--- src/rtl/activ_pkg.sv ---
// -----------------------------------------------------------------------------
// activ_pkg
// Shared definitions for the activation backward-pass unit (activ_backprop)
// and its Q8.8 multiplier.
//   - state_t      : FSM state encoding (IDLE, MUL1, MUL2, DONE)
//   - Q_ONE        : 1.0 in Q8.8
//   - FRAC_BITS    : number of fractional bits in Q8.8
//   - ACT_RELU / ACT_SIGMOID : act_sel encodings
//   - LEAKY_SHIFT  : right shift giving the leaky-ReLU slope of 1/16
// No ports (package).
// -----------------------------------------------------------------------------
package activ_pkg;

    typedef enum logic [1:0] {
        ST_IDLE = 2'd0,
        ST_MUL1 = 2'd1,
        ST_MUL2 = 2'd2,
        ST_DONE = 2'd3
    } state_t;

    localparam int          FRAC_BITS   = 8;
    localparam logic [15:0] Q_ONE       = 16'h0100;
    localparam logic        ACT_RELU    = 1'b0;
    localparam logic        ACT_SIGMOID = 1'b1;
    localparam int          LEAKY_SHIFT = 4;

endpackage : activ_pkg

--- src/rtl/activ_backprop_multiplier.sv ---
// -----------------------------------------------------------------------------
// Multiplier
// Signed Q8.8 multiplier shared by the activation backward-pass unit.
// AB = (A * B) >>> 8, truncated to BITS bits (no saturation; callers keep the
// operands in a range where the product cannot overflow).
// Ports:
//   A  : input  signed [BITS-1:0]  multiplicand, Q8.8
//   B  : input  signed [BITS-1:0]  multiplier,   Q8.8
//   AB : output signed [BITS-1:0]  product,      Q8.8
// -----------------------------------------------------------------------------
module Multiplier
    import activ_pkg::*;
#(
    parameter int BITS = 16
) (
    input  logic signed [BITS-1:0] A,
    input  logic signed [BITS-1:0] B,
    output logic signed [BITS-1:0] AB
);

    // Full-precision product; the wide LHS sign-extends both operands.
    logic signed [2*BITS-1:0] prod;

    assign prod = A * B;
    assign AB   = BITS'(prod >>> FRAC_BITS);

endmodule : Multiplier

--- src/rtl/activ_backprop.sv ---
// -----------------------------------------------------------------------------
// activ_backprop
// Backward-pass activation gradient unit, Q8.8 fixed point.
// grad_out = grad_in * f'(.) for ReLU (act_sel=0) or Sigmoid (act_sel=1).
//   ReLU    : grad_in when x > 0, else 0 (1 cycle after accept).
//   Sigmoid : zc = clamp(z, 0, 1.0); d = zc*(1-zc); grad_out = grad_in*d
//             (3 cycles after accept, one shared Multiplier).
// Optional feature macro: ACTIV_BP_LEAKY_EN
//   defined   -> ReLU with non-positive x returns grad_in >>> 4.
//   undefined -> ReLU with non-positive x returns 0.
// Ports:
//   clk       : in   clock
//   rst_n     : in   synchronous active-low reset
//   in_valid  : in   operands valid
//   in_ready  : out  unit accepts operands (IDLE only)
//   act_sel   : in   0 = ReLU, 1 = Sigmoid
//   x         : in   pre-activation value (ReLU)
//   z         : in   forward sigmoid output (Sigmoid)
//   grad_in   : in   upstream gradient
//   out_valid : out  grad_out valid (held until out_ready)
//   out_ready : in   downstream accepts result
//   grad_out  : out  local gradient
//   busy      : out  unit not in IDLE
// -----------------------------------------------------------------------------
module activ_backprop
    import activ_pkg::*;
#(
    parameter int BITS = 16
) (
    input  logic            clk,
    input  logic            rst_n,
    input  logic            in_valid,
    output logic            in_ready,
    input  logic            act_sel,
    input  logic [BITS-1:0] x,
    input  logic [BITS-1:0] z,
    input  logic [BITS-1:0] grad_in,
    output logic            out_valid,
    input  logic            out_ready,
    output logic [BITS-1:0] grad_out,
    output logic            busy
);

    state_t                 state_q;
    logic                   out_valid_q;
    logic signed [BITS-1:0] grad_out_q;

    logic signed [BITS-1:0] z_q;
    logic signed [BITS-1:0] grad_in_q;
    logic signed [BITS-1:0] d_q;

    logic signed [BITS-1:0] zc_d;
    logic signed [BITS-1:0] relu_d;
    logic signed [BITS-1:0] mul_a;
    logic signed [BITS-1:0] mul_b;
    logic signed [BITS-1:0] mul_ab;

    logic                   accept;

    // Clamp a forward sigmoid output into [0, 1.0] so d = zc*(1-zc) stays
    // within [0, 0x0040] and the second multiply cannot overflow.
    function automatic logic signed [BITS-1:0] sig_clamp(input logic signed [BITS-1:0] zin);
        logic signed [BITS-1:0] r;
        if (zin[BITS-1]) begin
            r = '0;
        end else if (zin > $signed(Q_ONE)) begin
            r = $signed(Q_ONE);
        end else begin
            r = zin;
        end
        return r;
    endfunction

    // ReLU derivative applied to the gradient; x == 0 counts as non-positive.
    function automatic logic signed [BITS-1:0] relu_grad(input logic signed [BITS-1:0] xin,
                                                         input logic signed [BITS-1:0] gin);
        logic signed [BITS-1:0] r;
        if (!xin[BITS-1] && (xin != '0)) begin
            r = gin;
        end else begin
`ifdef ACTIV_BP_LEAKY_EN
            r = gin >>> LEAKY_SHIFT;
`else
            r = '0;
`endif
        end
        return r;
    endfunction

    assign in_ready  = (state_q == ST_IDLE);
    assign busy      = (state_q != ST_IDLE);
    assign out_valid = out_valid_q;
    assign grad_out  = grad_out_q;
    assign accept    = in_valid && in_ready;

    always_comb begin
        zc_d   = sig_clamp(z_q);
        relu_d = relu_grad($signed(x), $signed(grad_in));
    end

    // Operand mux for the shared multiplier: MUL1 forms zc*(1-zc),
    // MUL2 forms grad_in*d. Other states leave the operands unused.
    always_comb begin
        mul_a = grad_in_q;
        mul_b = d_q;
        if (state_q == ST_MUL1) begin
            mul_a = zc_d;
            mul_b = $signed(Q_ONE) - zc_d;
        end
    end

    Multiplier #(
        .BITS (BITS)
    ) u_mul (
        .A  (mul_a),
        .B  (mul_b),
        .AB (mul_ab)
    );

    // Stage p0: operand capture at accept; d captured after MUL1.
    always_ff @(posedge clk) begin
        if (accept) begin
            z_q       <= $signed(z);
            grad_in_q <= $signed(grad_in);
        end
        if (state_q == ST_MUL1) begin
            d_q <= mul_ab;
        end
    end

    // Control FSM with registered outputs.
    always_ff @(posedge clk) begin
        if (!rst_n) begin
            state_q     <= ST_IDLE;
            out_valid_q <= 1'b0;
            grad_out_q  <= '0;
        end else begin
            case (state_q)
                ST_IDLE: begin
                    if (accept) begin
                        if (act_sel == ACT_RELU) begin
                            // ReLU needs no multiply: result is ready at the accept edge.
                            grad_out_q  <= relu_d;
                            out_valid_q <= 1'b1;
                            state_q     <= ST_DONE;
                        end else begin
                            state_q <= ST_MUL1;
                        end
                    end
                end
                ST_MUL1: begin
                    state_q <= ST_MUL2;
                end
                ST_MUL2: begin
                    grad_out_q  <= mul_ab;
                    out_valid_q <= 1'b1;
                    state_q     <= ST_DONE;
                end
                ST_DONE: begin
                    if (out_ready) begin
                        out_valid_q <= 1'b0;
                        state_q     <= ST_IDLE;
                    end
                end
                default: begin
                    out_valid_q <= 1'b0;
                    state_q     <= ST_IDLE;
                end
            endcase
        end
    end

endmodule : activ_backprop

--- config.mk ---
export PLATFORM = sky130hd
export DESIGN_NAME = activ_backprop
export DESIGN_NICKNAME = d
export VERILOG_FILES = /design/src/rtl/activ_pkg.sv /design/src/rtl/activ_backprop_multiplier.sv /design/src/rtl/activ_backprop.sv
export SDC_FILE = /design/constraint.sdc
export NUM_CORES = 1
export LEC_CHECK = 0
export ABC_AREA = 1
export CORE_MARGIN = 3
export CORE_UTILIZATION = 65
export CTS_CLUSTER_DIAMETER = 100
export DETAILED_ROUTE_END_ITERATION = 10
export HOLD_SLACK_MARGIN = 0.08
export PLACE_DENSITY = 0.95
export SETUP_SLACK_MARGIN = 0.15
export SKIP_CTS_REPAIR_TIMING = 1
export SLEW_MARGIN = 10
export SYNTH_ARGS = -nofsm -noshare
export SYNTH_HDL_FRONTEND = slang
export SYNTH_HIERARCHICAL = 1
export SYNTH_SLANG_ARGS = --single-unit
--- constraint.sdc ---
create_clock -name clk -period 13.8 [get_ports clk]
set_clock_uncertainty 0.1 [all_clocks]
set_input_delay 4.14 -clock clk [delete_from_list [all_inputs] [get_ports clk]]
set_output_delay 4.14 -clock clk [all_outputs]
set_load 0.005 [all_outputs]
# After elaboration in Yosys (flattened, before gate mapping)
# Cells that the tools add are included.
[op_classes]
addsub = 1
n_mul = 1
n_lt_le_gt_ge = 1
eq_ne = 6
n_mux = 16
n_reduce_logical = 11
[op_table]
columns = ["cell", "n"]
rows = [
  ["$mux W16", 5],
  ["$pmux W16 S2", 1],
  ["$mux W15", 2],
  ["$mul A16 B16 Y24", 1],
  ["$gt A16 B10 Y1 const B", 1],
  ["$reduce_bool A16 Y1", 1],
  ["$sub A10 B16 Y16 const A", 1],
  ["$pmux W2 S4", 1],
  ["$mux W2", 3],
  ["$eq A2 B2 Y1 const B", 2],
  ["$ne A2 B2 Y1 const B", 2],
  ["$reduce_and A4 Y1", 1],
  ["$reduce_bool A2 Y1", 2],
  ["$mux W1", 3],
  ["$pmux W1 S3", 1],
  ["$reduce_and A3 Y1", 1],
  ["$reduce_bool A3 Y1", 1],
  ["$eq A2 B1 Y1 const B", 1],
  ["$logic_and A1 B1 Y1", 2],
  ["$logic_not A2 Y1", 1],
  ["$ne A2 B1 Y1 const B", 1],
  ["$reduce_and A2 Y1", 1],
  ["$logic_not A1 Y1", 1],
]
[word_totals]
reg_bits = 67
input_bits = 53
out_inout_bits = 19
wordCells = 42

# Longest topological paths before layout
# Gate-level depths: netlist of the first run.
[depth]
ltp_word = 7
depth_mapped = 46
mapped_depth_nobuf = 43

# Hierarchy
# The synthesis of the first run kept the hierarchy.
[by_module_without_submodules]
columns = ["mod", "n_inst", "cells_per_inst", "area_each_um2", "seq_area_each_um2"]
rows = [
  ["Multiplier", 1, 1120, 8142.8, 0.0],
  ["activ_backprop", 1, 324, 3080.5, 1821.7],
]

# Worst setup path before layout of the first run
# No wires, ideal clock.
[synth_timing]
path_type = "reg2reg"
start = "reg state_q[1]"
end = "reg grad_out_q[15], in the netlist grad_out[15]"
setup_time_ns = 0.119
arrival_time_ns = 6.860
t_required_ns = 13.581
setup_slack_ns = 6.721
stages_incl_launch_ff = 28
path_buffers = 2
synth_period_minus_slack_ns = 7.079
path_cell_list = "dfxtp_1 inv_1 ha_1 clkinv_1 clkbuf_1 o21ai_0 clkbuf_1 nand2_1 fa_1 inv_1 fa_1 fa_1 fa_1 fa_1 inv_1 fa_1 inv_1 ha_1 nand2_1 inv_1 a21oi_1 nor2_1 nor2_1 nand3_1 nand3_1 nand2_1 a21oi_1 a21oi_1"
[synth_via]
elab_chain_cells = 4
word_cells_on_any_way = 12
classes_between = "1 x mul; 4 x eq/ne; 3 x mux; 4 x reduce/logical"
[synth_rtl]
columns = ["item", "line", "source"]
rows = [
  ["start: declaration", "activ_backprop.sv:44", "state_t state_q;"],
  ["start signal: assignment", "activ_backprop.sv:134", "state_q <= ST_IDLE;"],
  ["start signal: assignment", "activ_backprop.sv:145", "state_q <= ST_DONE;"],
  ["start signal: assignment", "activ_backprop.sv:147", "state_q <= ST_MUL1;"],
  ["$eq A2 B1 Y1", "activ_backprop.sv:106", "if (state_q == ST_MUL1) begin"],
  ["$mux W16", "activ_backprop.sv:106", ""],
  ["net mul_a[6]", "activ_backprop.sv:54", "logic signed [BITS-1:0] mul_a;"],
  ["$mul A16 B16 Y24", "activ_backprop_multiplier.sv:24", "assign prod = A * B;"],
  ["net mul_ab[15]", "activ_backprop.sv:56", "logic signed [BITS-1:0] mul_ab;"],
  ["$pmux W16 S2", "activ_backprop.sv:138", "case (state_q)"],
  ["end signal: assignment", "activ_backprop.sv:143", "grad_out_q <= relu_d;"],
  ["end signal: assignment", "activ_backprop.sv:155", "grad_out_q <= mul_ab;"],
  ["end: declaration", "activ_backprop.sv:46", "logic signed [BITS-1:0] grad_out_q;"],
]
# The timed path passes the listed nets, and every way through them passes these cells.
# A chain may end at the register's enable or synchronous reset.

# Worst setup path in the final report of the first run
[layout_timing]
start = "reg z_q[15]"
end = "reg grad_out_q[15], in the netlist grad_out[15]"
[layout_via]
elab_chain_cells = 7
word_cells_on_any_way = 8
classes_between = "1 x add/sub; 1 x mul; 1 x order compare; 5 x mux"
[layout_rtl]
columns = ["item", "line", "source"]
rows = [
  ["start: declaration", "activ_backprop.sv:48", "logic signed [BITS-1:0] z_q;"],
  ["start signal: assignment", "activ_backprop.sv:123", "z_q <= $signed(z);"],
  ["$gt A16 B10 Y1", "activ_backprop.sv:66", "end else if (zin > $signed(Q_ONE)) begin"],
  ["$mux W15", "activ_backprop.sv:66", ""],
  ["$mux W15 (*)", "activ_backprop.sv:64", "if (zin[BITS-1]) begin"],
  ["$sub A10 B16 Y16 (*)", "activ_backprop.sv:108", "mul_b = $signed(Q_ONE) - zc_d;"],
  ["$mux W16 (*)", "activ_backprop.sv:106", ""],
  ["net mul_b[12]", "activ_backprop.sv:55", "logic signed [BITS-1:0] mul_b;"],
  ["$mul A16 B16 Y24 (*)", "activ_backprop_multiplier.sv:24", ""],
  ["net mul_ab[15]", "activ_backprop.sv:56", ""],
  ["$pmux W16 S2 (*)", "activ_backprop.sv:138", ""],
]
# The timed path passes the listed nets; every way through them passes the cells marked *.

==> results of run 1 <==
==> cells by family after synthesis <==
logic type	Yosys count
flops	67
compound gates	115
simple gates	524
buf+inv	461
xor+xnor	16
fa+ha+maj	261
==> worst max-delay path: cells and delay by family (launching register included) <==
kind / cells / cell delay [ns]
buffers and inverters: 5 / 0.42
AO/OA/AOI/OAI: 3 / 0.49
flip-flops: 1 / 0.58
AND/OR/NAND/NOR: 16 / 2.88
adder cells (fa/ha/maj): 8 / 3.86
==> cell usage in the layout, fill, tap and decap left out, types with 2 or more instances in the layout <==
cell | synthesis | final
a31oi_1 | 2 | 2
nor2_1 | 76 | 76
fa_1 | 186 | 186
nand3_2 | 2 | 2
buf_4 | 2 | 19
a21oi_1 | 55 | 53
clkinv_1 | 2 | 2
a211oi_1 | 2 | 2
inv_2 | 4 | 5
nor2_4 | 2 | 2
nand3_1 | 50 | 50
o21ai_2 | 1 | 6
xor2_1 | 10 | 10
nor3_1 | 6 | 6
nand4_1 | 8 | 8
nand2_1 | 356 | 356
nand3b_1 | 4 | 4
nand2_2 | 9 | 9
clkbuf_16 | 0 | 9
or2_2 | 4 | 4
nor2_2 | 2 | 2
edfxtp_1 | 48 | 48
ha_1 | 75 | 75
o21bai_1 | 5 | 5
o21ai_0 | 33 | 26
o21ai_1 | 5 | 7
a21oi_2 | 1 | 3
clkdlybuf4s50_1 | 0 | 71
bufinv_16 | 0 | 2
inv_1 | 396 | 395
xnor2_1 | 5 | 5
clkinv_4 | 0 | 2
dfxtp_1 | 19 | 19
a21o_1 | 6 | 6
==> metrics by stage <==
step	worst slack (ns)	utilization
floorplan	6.721	-
global placement	5.857	0.7231
detailed placement	5.584	0.7231
CTS	5.436	0.7421
global route	4.962	0.7421
finish	5.353	0.7421
==> worst paths after layout <==
path | end | from | slack (ns) | cells past startpoint
setup / recovery | grad_out[15] | z_q[15] | 5.35 | 32
hold / removal | out_valid | out_valid | 0.42 | 2
setup reg to reg | grad_out[15] | z_q[15] | 5.35 | 32
hold reg to reg | out_valid | out_valid | 0.42 | 2
==> final cells by class <==
type / instances / area [um2] / area share
clock buffer: 10 / 229.0 / 0.01841
timing repair buffer: 90 / 853.3 / 0.06860
multi-input combinational: 916 / 7660 / 0.6158
tap: 220 / 275.3 / 0.02213
sequential: 67 / 1822 / 0.1465
inverter: 402 / 1509 / 0.1213
clock inverter: 6 / 90.09 / 0.007243
==> routing by layer <==
metal,track usage,part of all wire,up-vias
met4,0.1641,0.048,0
met3,0.05259,0.091,125
met2,0.5643,0.50,590
met5,0,0,-
met1,0.4110,0.36,4628
li1,-,-,4302
==> state kept, by name, indices dropped and copies added (netlist names) <==
register   cells
d_q           16
grad_in_q     16
grad_out      16
out_valid      1
state_q        2
z_q           16
==> flow_summary.yaml, run 1 <==
floorplanning:
  coreArea_um2: 16760
  die-area_um2: 18880
  io_pins: 72
  die_w_um: 137.4
  start_util: 0.6697
  die_h_um: 137.4
  rows: 47
place:
  port_buffers: 71
  dp_hpwl_um: 22850
  placed_area_um2: 12120
  dp_cells: 1695
  place_congestion: 0.9232
sta:
  post-route-period-util: 0.6121
  rsz0062_at_grt: "no"
  hold_viol: 0
  slew_violations: 0
  timing.hold.ws_ns: 0.4213
  tns_ns: 0
  timing.fmax_mhz: 118.4
  slew_headroom: 0.2085
  tightestPinTransition_ns: 1.183
  min_period_ns: 8.447
  finalSetupViolations: 0
finish:
  fillerInstances: 1106
  layout.nets: 1800
  drive_gt1_frac: 0.04896
  fin_cells: 1711
  final_cell_area_um2: 12440
  antennaDiodeCount: 0
  area_growth_pct: 10.83
drt:
  via_per_inst: 5.637
  routed_wl_um: 29780
  first_pass_iters: 7
  drtAntennaViolNets: 0
  drc: 0
  wire_per_inst_um: 17.40
  vias: 9645
  dr.first_iter.drc_count: 1087
setup_path:
  critical_path.max_stage_delay_ns: 0.91
  cp-start-kind: "register"
  crit_arrival_ns: 8.57
  critPathSlowestCell: "nor2_1"
  cp_max_fo: 14
  path_class: "reg2reg"
  critPathCaptureType: "register"
  cp.required_ns: 13.92
clocking:
  clk_pin_slew_ns: 0.06
  clock_latency_ns: 0.34
  cts-buffers-inserted: 9
  htreeDepth: 3
  clock-root-buffer: "clkbuf_16"
  cts_max_path_buffers: 2
  clock-sinks: 67
  cts_tree: "yes"
yosys:
  ys_ff_latch: 67
  synthCells: 1444
  async_reset_ff_frac: 0
  synth_cell_type_count: 46
  synth_compound_area_frac: 0.05886
  yosysWarnings: 6
  yosysTopAreaCell: "fa_1"
  synth_ff_type: "edfxtp_1"
  synthXorXnorAreaFrac: 0.01315
  synth_edf_count: 48
  syn_area_um2: 11220
  synth_most_common_cell: "inv_1"
  synth_top_area_frac: 0.3318
  synth_mux_area_frac: 0
  netlist_top_cells_area: "fa_1 33%, inv_1 13%, edfxtp_1 13%"
  synth_top_family_by_area: "adder cells"
  synthAdderAreaFrac: 0.4154
  synth.yosys.seq_area_share: 0.1623
  synth.avg_cell_area_um2: 7.772
  synth_commonest_cells: "396 x inv_1, 356 x nand2_1, 186 x fa_1, 76 x nor2_1, 75 x ha_1"
  syn_nets: 1758
  synthSimpleGateAreaFrac: 0.1928
global_routing:
  grt_pass1_vias: 10310
  gr-total-overflow: 0
  grt_max_degree: 41
  grt_pass1_wl_um: 48670
  antenna_found_initial: 0
  grtUsageTotal: 0.3313
worst_hold_path:
  hp-class: "reg2reg"
status:
  status: "complete, no violations"
flow_run:
  max-cap-violations: 0
Power of run 1 is left out: the tool's default activity adds up to more than one toggle a clock period on the data nets, which glitch-free logic cannot reach.
==> run 2, diff against run 1 <==
CORE_UTILIZATION = 62   (was 65)
PLACE_DENSITY = 0.94   (was 0.95)
clock period = 8.41 ns   (was 13.8 ns; I/O delays follow)
==> run 2 against run 1 <==
Non-clock buffer count rose by 7; via count decreased by 0.49%; sequential share of layout area about the same; die area increased by 4.6%; sequential cell count is the same; critical path depth rose by 2; worst hold slack worse by 0.019 ns; fmax grew 9.2%; critical endpoint unchanged; highest routed layer unchanged.
==> flow_summary.yaml, run 2 (synthesized netlist as in run 1, its figures left out) <==
drt:
  dr.first_iter.drc_count: 1125
  wire_per_inst_um: 16.94
  via_per_inst: 5.571
  drc: 0
  vias: 9598
  routed_wl_um: 29190
  first_pass_iters: 7
  drtAntennaViolNets: 0
global_routing:
  grt_pass1_vias: 10290
  grtUsageTotal: 0.3076
  gr-total-overflow: 0
  grt_max_degree: 40
  antenna_found_initial: 0
  grt_pass1_wl_um: 48760
sta:
  timing.fmax_mhz: 129.2
  slew_violations: 0
  hold_viol: 0
  finalSetupViolations: 0
  rsz0062_at_grt: "no"
  tns_ns: 0
  min_period_ns: 7.737
  tightestPinTransition_ns: 1.143
  slew_headroom: 0.2331
  post-route-period-util: 0.9200
clocking:
  clock-root-buffer: "clkbuf_16"
  cts_max_path_buffers: 2
  clock-sinks: 67
  clk_pin_slew_ns: 0.06
  cts_tree: "yes"
  cts-buffers-inserted: 9
  clock_latency_ns: 0.33
  htreeDepth: 3
floorplanning:
  io_pins: 72
  coreArea_um2: 17540
  die_h_um: 140.5
  die_w_um: 140.5
  rows: 48
  die-area_um2: 19750
  start_util: 0.6400
setup_path:
  cp-start-kind: "register"
  crit_family: "adder cells"
  regToRegSetupSlack_ns: 0.67
  critical_path.max_stage_delay_ns: 0.56
  crit_arrival_ns: 7.90
  cp.required_ns: 8.57
  r2r_end: "grad_out[15]"
  critPathCaptureType: "register"
  r2r_start: "z_q[15]"
  path_class: "reg2reg"
  cp_max_fo: 16
  critPathSlowestCell: "edfxtp_1"
  path_buf_inv: 6
  reg2regPathDepth: 34
place:
  place_congestion: 0.9628
  port_buffers: 71
  placed_area_um2: 12150
  dp_hpwl_um: 22500
worst_hold_path:
  hp-class: "reg2reg"
  hold_end: "out_valid"
  hold_start: "out_valid"
  whs_path_depth: 2
finish:
  final_core_util: 0.7079
  final_cell_area_um2: 12410
  layout_commonest_cell: "inv_1"
  layout.nets: 1807
  area_growth_pct: 10.61
  antennaDiodeCount: 0
  final_cell_mix: "395 x inv_1, 356 x nand2_1, 186 x fa_1, 76 x nor2_1, 75 x ha_1"
  drive_gt1_frac: 0.04673
flow_run:
  max-cap-violations: 0
status:
  status: "complete, no violations"
[run 2: worst min-delay path: stages (launching register included)]
cell and delay [ns]:
dfxtp_1 0.33, a21oi_1 0.06, nor2_1 0.08
[run 2: worst max path at each step]
stage / depth (start not counted) / startpoint / to
global route: 33 / z_q[15] / grad_out[13]
CTS: 31 / z_q[15] / grad_out[15]
finish: 34 / z_q[15] / grad_out[15]
floorplan: 27 / state_q[1] / grad_out[15]
global placement: 33 / z_q[15] / grad_out[13]
detailed placement: 31 / z_q[15] / grad_out[15]
[run 2: stage by stage]
step | hold slack, ns | worst slack, ns | cells
after global routing | 0.4240 | 0.2362 | 1723
after detailed placement | 0.3984 | 0.8240 | 1707
after floorplan | 0.3768 | 1.331 | 1444
after CTS | 0.3976 | 0.7302 | 1723
after global placement | 0.3670 | 0.8771 | 1707
final | 0.4026 | 0.6728 | 1723
[run 2: per-layer routing]
metal / wire length (um) / part of all wire / vias up / track usage
li1: - / - / 4316 / -
met1: 10700 / 0.37 / 4611 / 0.3887
met2: 14460 / 0.50 / 557 / 0.5302
met4: 1208 / 0.041 / 0 / 0.1224
met5: 0 / 0 / - / 0
met3: 2812 / 0.096 / 114 / 0.04985
[run 2: final cells by class]
class	count	area, um2
clock buffer	11	232.7
clock inverter	5	30.03
fill	1250	5122
inverter	402	1509
multi-input combinational	916	7634
sequential	67	1822
tap	225	281.5
timing repair buffer	97	905.9
Power of run 2 is left out for the same reason.
==> run 3, diff against run 2 <==
PLACE_DENSITY = 0.87   (was 0.94)
==> run 3 against run 2 <==
Cell count increased by 0.41%; design area increased by 0.63%; highest routed layer is now met5; sequential cell count did not move.
==> flow_summary.yaml, run 3 (synthesized netlist as in run 1, its figures left out) <==
global_routing:
  grt_max_degree: 33
  grt_pass1_wl_um: 47580
  antenna_found_initial: 1
  grtUsageTotal: 0.3004
  grt_pass1_vias: 9891
  gr-total-overflow: 0
floorplanning:
  rows: 48
  io_pins: 72
  die-area_um2: 19750
  die_h_um: 140.5
  start_util: 0.6400
  coreArea_um2: 17540
  die_w_um: 140.5
finish:
  regArea_um2: 1822
  final_cell_mix: "395 x inv_1, 355 x nand2_1, 186 x fa_1, 76 x nor2_1, 75 x ha_1"
  drive_gt1_frac: 0.05382
  antennaDiodeCount: 0
  multi_input_area_um2: 7636
  layout.nets: 1814
  area_growth_pct: 11.30
  layout_commonest_cell: "inv_1"
  fillerInstances: 1348
drt:
  vias: 9384
  drc: 0
  drtAntennaViolNets: 0
  dr.first_iter.drc_count: 749
  via_per_inst: 5.424
  routed_wl_um: 28320
  first_pass_iters: 6
  wire_per_inst_um: 16.37
worst_hold_path:
  hp-class: "reg2reg"
  hold_start: "out_valid"
place:
  dp_hpwl_um: 22290
  port_buffers: 71
  place_congestion: 0.9277
  pre_cts_slack_ns: 0.7516
sta:
  tightestPinTransition_ns: 1.287
  tns_ns: 0
  rsz0062_at_grt: "no"
  min_period_ns: 7.773
  fin_ws_ns: 0.6371
  slew_headroom: 0.1363
  finalSetupViolations: 0
  hold_viol: 0
  timing.fmax_mhz: 128.7
  post-route-period-util: 0.9242
  slew_violations: 0
flow_run:
  max-cap-violations: 0
clocking:
  cts-buffers-inserted: 9
  htreeDepth: 3
  cts_tree: "yes"
  clk_pin_slew_ns: 0.06
  clock-root-buffer: "clkbuf_16"
  clock_latency_ns: 0.33
  clock-sinks: 67
  cts_max_path_buffers: 2
setup_path:
  critPathSlowestCell: "o21ai_1"
  crit_start: "state_q[1]"
  critPathCaptureType: "register"
  path_buf_inv: 7
  crit_family: "adder cells"
  cp-start-kind: "register"
  cp_max_fo: 16
  critical_path.max_stage_delay_ns: 1.03
  r2r_start: "state_q[1]"
  crit_arrival_ns: 7.93
  cp.required_ns: 8.56
  path_class: "reg2reg"
  crit_path_frequent_cell: "fa_1"
status:
  status: "complete, no violations"
-- run 3: final timing paths --
path	to	depth (start not counted)	slack, ns
worst max-delay path	grad_out[12]	25	0.64
worst min-delay path	out_valid	2	0.42
worst max register to register	grad_out[12]	25	0.64
worst min register to register	out_valid	2	0.42
-- run 3: cell type report --
| class | count | share of cell area |
|---|---|---|
| Multi-Input combinational cell | 916 | 0.6113 |
| Inverter | 402 | 0.1208 |
| Tap cell | 225 | 0.02254 |
| Clock buffer | 10 | 0.01913 |
| Timing Repair Buffer | 104 | 0.07672 |
| Sequential cell | 67 | 0.1458 |
| Clock inverter | 6 | 0.003706 |
-- run 3: worst register-to-register path, stage by stage (launching register included) --
cell and delay [ns]:
dfxtp_1 0.34, inv_1 0.09, ha_1 0.56, clkinv_1 0.20, o21ai_1 1.03, buf_4 0.33
nand2_1 0.08, fa_1 0.51, inv_1 0.05, fa_1 0.52, fa_1 0.45, fa_1 0.54
fa_1 0.55, inv_1 0.07, fa_1 0.54, inv_1 0.04, ha_1 0.36, nand2_1 0.11
nor2_1 0.10, inv_1 0.07, nor3_1 0.22, nand3_1 0.13, nand3_1 0.13, xor2_1 0.27
a21oi_1 0.12, a21oi_1 0.18
-- run 3: layer usage --
| layer | part of all wire | GRT usage |
|---|---|---|
| met5 | 0.00046 | 0 |
| met4 | 0.038 | 0.1081 |
| met3 | 0.084 | 0.05121 |
| met2 | 0.47 | 0.5000 |
| met1 | 0.40 | 0.3989 |
-- run 3: metrics by stage --
step / utilization / std cells / hold WS, ns / area [um2]
2_1_floorplan: - / 1444 / 0.3768 / 11220
3_3_place_gp: 0.6959 / 1714 / 0.3856 / 12200
3_5_place_dp: 0.6959 / 1714 / 0.3959 / 12200
4_1_cts: 0.7122 / 1730 / 0.4182 / 12490
5_1_grt: 0.7123 / 1730 / 0.4428 / 12490
6_report: 0.7123 / 1730 / 0.4228 / 12490
Power of run 3 is left out for the same reason.
